### src/rtl/ysyx_22050039_lsu_pkg.sv
// Shared LSU definitions: op field layout, size codes, illegal-op predicate, FSM encoding.
package ysyx_22050039_lsu_pkg;

  localparam int OP_STORE_BIT = 3;
  localparam int OP_UNS_BIT   = 2;

  localparam logic [1:0] SZ_B = 2'd0;
  localparam logic [1:0] SZ_H = 2'd1;
  localparam logic [1:0] SZ_W = 2'd2;
  localparam logic [1:0] SZ_D = 2'd3;

  localparam logic [1:0] ST_IDLE = 2'd0;
  localparam logic [1:0] ST_REQ  = 2'd1;
  localparam logic [1:0] ST_WAIT = 2'd2;
  localparam logic [1:0] ST_RESP = 2'd3;

  // Stores have no signedness, and a 64-bit load has nothing to extend.
  function automatic logic op_illegal(input logic [3:0] op);
    return op[OP_UNS_BIT] && (op[OP_STORE_BIT] || (op[1:0] == SZ_D));
  endfunction

endpackage

### src/rtl/ysyx_22050039_lsu_align.sv
// Byte-lane alignment for the 8-byte bus: store mask/data shift, load extract + extend.
// Purely combinational; misalign flags accesses not naturally aligned to their size.
module ysyx_22050039_lsu_align
  import ysyx_22050039_lsu_pkg::*;
(
  input  logic [2:0]  addr_lo,
  input  logic [1:0]  size,
  input  logic        is_unsigned,
  input  logic [63:0] wdata,
  input  logic [63:0] rdata,
  output logic [7:0]  wmask,
  output logic [63:0] wdata_sh,
  output logic [63:0] rdata_ext,
  output logic        misalign
);

  logic [5:0]  sh_bits;
  logic [63:0] rsh;
  logic [7:0]  base_mask;

  always_comb begin
    sh_bits   = {addr_lo, 3'b000};
    rsh       = rdata >> sh_bits;
    base_mask = 8'h01;
    misalign  = 1'b0;
    rdata_ext = 64'd0;
    case (size)
      SZ_B: begin
        base_mask = 8'h01;
        misalign  = 1'b0;
        rdata_ext = is_unsigned ? {56'd0, rsh[7:0]} : {{56{rsh[7]}}, rsh[7:0]};
      end
      SZ_H: begin
        base_mask = 8'h03;
        misalign  = addr_lo[0];
        rdata_ext = is_unsigned ? {48'd0, rsh[15:0]} : {{48{rsh[15]}}, rsh[15:0]};
      end
      SZ_W: begin
        base_mask = 8'h0F;
        misalign  = |addr_lo[1:0];
        rdata_ext = is_unsigned ? {32'd0, rsh[31:0]} : {{32{rsh[31]}}, rsh[31:0]};
      end
      default: begin
        base_mask = 8'hFF;
        misalign  = |addr_lo;
        rdata_ext = rsh;
      end
    endcase
    wmask    = base_mask << addr_lo;
    wdata_sh = wdata << sh_bits;
  end

endmodule

### src/rtl/ysyx_22050039_lsu.sv
// Multi-cycle load/store unit: one op in flight, IDLE->REQ->WAIT->RESP, zero-wait load reaches RESP 3 cycles after accept.
// Request held until mem_req_ready; result held until out_ready; faults skip the bus.
module ysyx_22050039_lsu
  import ysyx_22050039_lsu_pkg::*;
#(
  parameter int XLEN = 64,
  parameter int RD_W = 5
) (
  input  logic            clk,
  input  logic            rst,
  input  logic            in_valid,
  output logic            in_ready,
  input  logic [3:0]      in_op,
  input  logic [XLEN-1:0] in_base,
  input  logic [XLEN-1:0] in_offset,
  input  logic [XLEN-1:0] in_wdata,
  input  logic [RD_W-1:0] in_rd,
  output logic            mem_req_valid,
  input  logic            mem_req_ready,
  output logic [XLEN-1:0] mem_req_addr,
  output logic            mem_req_wen,
  output logic [XLEN-1:0] mem_req_wdata,
  output logic [7:0]      mem_req_wmask,
  input  logic            mem_rsp_valid,
  input  logic [XLEN-1:0] mem_rsp_data,
  output logic            out_valid,
  input  logic            out_ready,
  output logic [XLEN-1:0] out_data,
  output logic [RD_W-1:0] out_rd,
  output logic            out_fault
);

  logic [1:0]      state_q, state_d;
  logic [3:0]      op_q, op_d;
  logic [RD_W-1:0] rd_q, rd_d;
  logic [XLEN-1:0] addr_q, addr_d;
  logic [XLEN-1:0] wdata_q, wdata_d;
  logic [XLEN-1:0] out_data_q, out_data_d;
  logic            out_fault_q, out_fault_d;

  logic [XLEN-1:0] acc_addr;
  logic            accept;
  logic [2:0]      al_addr;
  logic [3:0]      al_op;
  logic [7:0]      al_wmask;
  logic [XLEN-1:0] al_wdata;
  logic [XLEN-1:0] al_rdata;
  logic            al_misalign;

  assign acc_addr = in_base + in_offset;
  assign in_ready = (state_q == ST_IDLE) && rst;
  assign accept   = in_valid && in_ready;

  // The aligner sees the incoming op while idle (fault check) and the latched op otherwise.
  assign al_addr = (state_q == ST_IDLE) ? acc_addr[2:0] : addr_q[2:0];
  assign al_op   = (state_q == ST_IDLE) ? in_op : op_q;

  ysyx_22050039_lsu_align u_align (
    .addr_lo     (al_addr),
    .size        (al_op[1:0]),
    .is_unsigned (al_op[OP_UNS_BIT]),
    .wdata       (wdata_q),
    .rdata       (mem_rsp_data),
    .wmask       (al_wmask),
    .wdata_sh    (al_wdata),
    .rdata_ext   (al_rdata),
    .misalign    (al_misalign)
  );

  assign mem_req_valid = (state_q == ST_REQ);
  assign mem_req_addr  = {addr_q[XLEN-1:3], 3'b000};
  assign mem_req_wen   = mem_req_valid && op_q[OP_STORE_BIT];
  assign mem_req_wmask = mem_req_valid ? al_wmask : 8'd0;
  assign mem_req_wdata = mem_req_valid ? al_wdata : '0;
  assign out_valid     = (state_q == ST_RESP);
  assign out_data      = out_data_q;
  assign out_rd        = rd_q;
  assign out_fault     = out_fault_q;

  always_comb begin
    state_d     = state_q;
    op_d        = op_q;
    rd_d        = rd_q;
    addr_d      = addr_q;
    wdata_d     = wdata_q;
    out_data_d  = out_data_q;
    out_fault_d = out_fault_q;
    case (state_q)
      ST_IDLE: begin
        if (accept) begin
          op_d       = in_op;
          rd_d       = in_rd;
          wdata_d    = in_wdata;
          addr_d     = acc_addr;
          out_data_d = '0;
          if (al_misalign || op_illegal(in_op)) begin
            out_fault_d = 1'b1;
            state_d     = ST_RESP;
          end else begin
            out_fault_d = 1'b0;
            state_d     = ST_REQ;
          end
        end
      end
      ST_REQ: begin
        if (mem_req_ready) state_d = op_q[OP_STORE_BIT] ? ST_RESP : ST_WAIT;
      end
      ST_WAIT: begin
        if (mem_rsp_valid) begin
          out_data_d = al_rdata;
          state_d    = ST_RESP;
        end
      end
      default: begin
        if (out_ready) state_d = ST_IDLE;
      end
    endcase
  end

  always_ff @(posedge clk) begin
    if (!rst) begin
      state_q     <= ST_IDLE;
      op_q        <= '0;
      rd_q        <= '0;
      addr_q      <= '0;
      wdata_q     <= '0;
      out_data_q  <= '0;
      out_fault_q <= 1'b0;
    end else begin
      state_q     <= state_d;
      op_q        <= op_d;
      rd_q        <= rd_d;
      addr_q      <= addr_d;
      wdata_q     <= wdata_d;
      out_data_q  <= out_data_d;
      out_fault_q <= out_fault_d;
    end
  end

endmodule

### config.mk
export PLATFORM = sky130hd
export DESIGN_NAME = ysyx_22050039_lsu
export DESIGN_NICKNAME = d
export VERILOG_FILES = /design/src/rtl/ysyx_22050039_lsu_pkg.sv /design/src/rtl/ysyx_22050039_lsu_align.sv /design/src/rtl/ysyx_22050039_lsu.sv
export SDC_FILE = /design/constraint.sdc
export NUM_CORES = 1
export LEC_CHECK = 0
export ABC_CLOCK_PERIOD_IN_PS = 7000
export CAP_MARGIN = 15
export CORE_MARGIN = 5
export CORE_UTILIZATION = 53
export DETAILED_ROUTE_END_ITERATION = 8
export PLACE_DENSITY = 0.91
export SYNTH_ARGS = -nofsm -noshare
export SYNTH_HDL_FRONTEND = slang
export SYNTH_HIERARCHICAL = 1
export SYNTH_SLANG_ARGS = --single-unit
### constraint.sdc
create_clock -name clk -period 7 [get_ports clk]
set_input_delay 0.7 -clock clk [delete_from_list [all_inputs] [get_ports clk]]
set_output_delay 0.7 -clock clk [all_outputs]
set_load 0.005 [all_outputs]
==> impl_metrics.csv <==
group,metric,value,unit
cells_and_area,area_growth,30.49,%
critical_path,start_kind,"input port",
logic_synthesis,synth_cells,2102,
job,drv_cap,0,
timing,setup-tns-final,0,ns
clocking,h-tree-depth,1,
timing,finalHoldViolations,0,
worst_hold_path,hold-path-endpoint,"out_rd[4]",
clocking,clk_latency,0.53,ns
timing,period_minus_slack,5.566,ns
cells_and_area,layout_common_cells,"clkdlybuf4s50_1, nand2_1, dfxtp_1",
critical_path,slowest_stage,"a21oi_4",
route,drc,0,
timing,worst_slew_pin_slew,1.092,ns
grt,grt_use_total,34.40,%
grt,grt_overflow,0,
power,power_density,306.9,mW/mm2
timing,drv_slew,0,
logic_synthesis,yosysWarnings,6,
cells_and_area,final_common_cell,"clkdlybuf4s50_1",
worst_hold_path,hp-class,"flop to flop",
cells_and_area,nFillCells,2460,
logic_synthesis,synth_area,0.01633,mm2
timing,max_freq,0.1797,GHz
grt,grt_first_pass_wirelength,94.52,mm
floorplanning,rows,64,
power,peakVddDrop,0.1966,mV
clocking,hold_buffers,0,
critical_path,end_kind,"output pin",
clocking,post_cts_buffers,0,
logic_synthesis,synth_seq_cells,204,
floorplanning,core,0.03051,mm2
clocking,clockRootBuffer,"clkbuf_16",
grt,grt_max_degree,128,
floorplanning,fp.dieH,185.5,um
clocking,tritoncts,"built",
power,p_leak,0.008117,uW
clocking,cts_resized,0,
worst_hold_path,min_path_cells,2,
logic_synthesis,ys_async_sr_fraction,0,%
timing,finalSetupViolCount,0,
grt,grt_pass1_vias,16442,
place,numPortBuffers,477,
critical_path,path_max_fanout,28,
route,viasPerCell,6.226,
logic_synthesis,avgSynthCellArea,7.770,um2
route,ant_nets,0,
critical_path,worstPathRequired,6.30,ns
clocking,numCtsBuffers,24,
clocking,clk_path_buf_depth,3,
floorplanning,ios,481,
logic_synthesis,synth_area_leaders,"dfxtp_1, nand2_1, mux2i_1",
clocking,clkTransAtPathRegs,0.06,ns
route,wire_per_inst,22.84,um
critical_path,crit_buf_inv,3,
logic_synthesis,seq_area_frac_synth,25.01,%
logic_synthesis,synth_top_cell_by_area,"dfxtp_1",
critical_path,cp_cell_sequence,"clkdlybuf4s50_1 -> ha_1 -> fa_1 -> xnor2_1 -> a21oi_4 -> buf_4 -> nand2b_1 -> o22ai_1 -> and2_1 -> clkdlybuf4s50_1",
floorplanning,start_util,53.53,%
floorplanning,dieWidth,185.5,um
power,power,6542,uW
critical_path,r2r_slack,2.26,ns
critical_path,rr_worst_depth,11,
logic_synthesis,synth_top_area_share,25.01,%
place,dp_hpwl,47.96,mm
route,vias,17427,
critical_path,reg2reg_to,"out_data[46]",
floorplanning,dieArea,0.03443,mm2
cells_and_area,drive_above_1_share,7.301,%
timing,rsz0062_at_grt,"no",
cells_and_area,nets,2718,
critical_path,cp_common_cell,"clkdlybuf4s50_1",
critical_path,cpLargestDelayFamily,"buffers and inverters",
timing,finClkSkew,0.009585,ns
route,dr.first_iter.drc_count,1684,
grt,antenna_found_initial,6,
critical_path,slowest_delay,0.85,ns
worst_hold_path,hold_path.startpoint,"out_rd[4]",
critical_path,timing.rr.start,"state_q[0]",
logic_synthesis,synth_edf_count,0,
logic_synthesis,yosysUniqueCellTypes,87,
outcome,status,"completed",
route,first_pass_iters,6,
timing,fin_crit_sh,79.51,%
logic_synthesis,synth_ff_type,"dfxtp_1",
timing,max-slew-margin-rel,27.22,%
place,routabilityCongestion,0.9832,
clocking,cts.sinks,204,
route,totalWireLength,63.94,mm
critical_path,crit_arrival,4.87,ns
critical_path,path_class,"input port to output pin",
-- final cells by class --
type,instances,area (um2),area share (%)
well taps,396,495.5,2.325
diodes,6,15.01,0.07045
repair buffers,494,4903,23.01
flip-flops and latches,204,4084,19.16
clock buffers,36,747.0,3.505
clock inverters,8,117.6,0.5519
multi-input cells,1632,10860,50.97
inverters,23,86.33,0.4051
-- worst max-delay path by stage --
stage / cells after the start / slack, ns / startpoint / endpoint
finish: 10 / 1.43 / in_base[0] / mem_req_wdata[34]
global route: 10 / 1.29 / in_base[0] / mem_req_wdata[34]
CTS: 10 / 1.51 / in_base[0] / mem_req_wdata[34]
detailed placement: 10 / 1.52 / in_base[0] / mem_req_wdata[34]
global placement: 10 / 1.60 / in_base[0] / mem_req_wdata[43]
floorplan: 11 / 3.34 / in_base[0] / mem_req_wmask[4]
-- worst min-delay path, cell delays in order (launching register included) --
cell	delay (ns)
dfxtp_1	0.31
nand2_1	0.05
o21ai_0	0.06
-- sequential cells by signal, indices dropped and copies added, names as in the netlist --
register   flops
out_data      64
out_fault      1
wdata_q       64
state_q        2
out_rd         5
op_q           4
addr_q        64
-- report_power, final --
part | total (uW) | leakage, uW | internal (uW) | switching (uW)
sequential | 1540 | 0.00167 | 1360 | 177
clock | 1380 | 0.000427 | 845 | 532
combinational | 3630 | 0.00602 | 1550 | 2070
total | 6540 | 0.00812 | 3760 | 2780
-- cells in the mapped netlist, types with 14 or more instances --
| cell | instances |
|---|---|
| o21ai_1 | 14 |
| xnor2_1 | 21 |
| nor3_1 | 14 |
| o22ai_1 | 17 |
| nor2_1 | 99 |
| buf_2 | 40 |
| nand2_1 | 278 |
| o21ai_0 | 195 |
| nand4_1 | 59 |
| clkbuf_1 | 103 |
| and2_1 | 87 |
| nor2b_1 | 86 |
| mux2_2 | 61 |
| ha_1 | 67 |
| nand3_1 | 90 |
| o21a_1 | 16 |
| o2bb2ai_1 | 16 |
| o21bai_1 | 17 |
| a21o_1 | 31 |
| buf_4 | 82 |
| a21oi_1 | 105 |
| mux4_2 | 15 |
| mux2i_1 | 103 |
| xor2_1 | 26 |
| a22oi_1 | 67 |
| dfxtp_1 | 204 |
| inv_1 | 23 |
-- through the flow --
stage | cells | setup slack [ns] | utilization, % | hold WS [ns] | instance area (um2)
after floorplan | 2104 | 3.344 | - | 0.4314 | 16340
after global placement | 2749 | 1.596 | 66.97 | 0.4430 | 20430
after detailed placement | 2749 | 1.516 | 66.97 | 0.4514 | 20430
after CTS | 2793 | 1.513 | 69.80 | 0.4596 | 21300
after global routing | 2798 | 1.287 | 69.85 | 0.4744 | 21310
final | 2799 | 1.434 | 69.85 | 0.4572 | 21310
-- cells by family after synthesis --
kind of cell	share of synthesized area [%]
flops	25.01
xor+xnor	2.521
other cells	0.02296
buf+inv	8.910
mux	12.66
fa+ha+maj	5.255
simple gates	22.91
compound gates	22.72
-- metal layers --
metal  share of wire [%]  vias to the layer above  GRT usage (%)
met5                   0                        -              0
met3                  11                      187          7.739
li1                    -                     8026              -
met1                  38                     8158          43.69
met4                 5.3                        0          16.21
met2                  45                     1056          55.64
No activity file was read; power rests on OpenSTA's default activity.
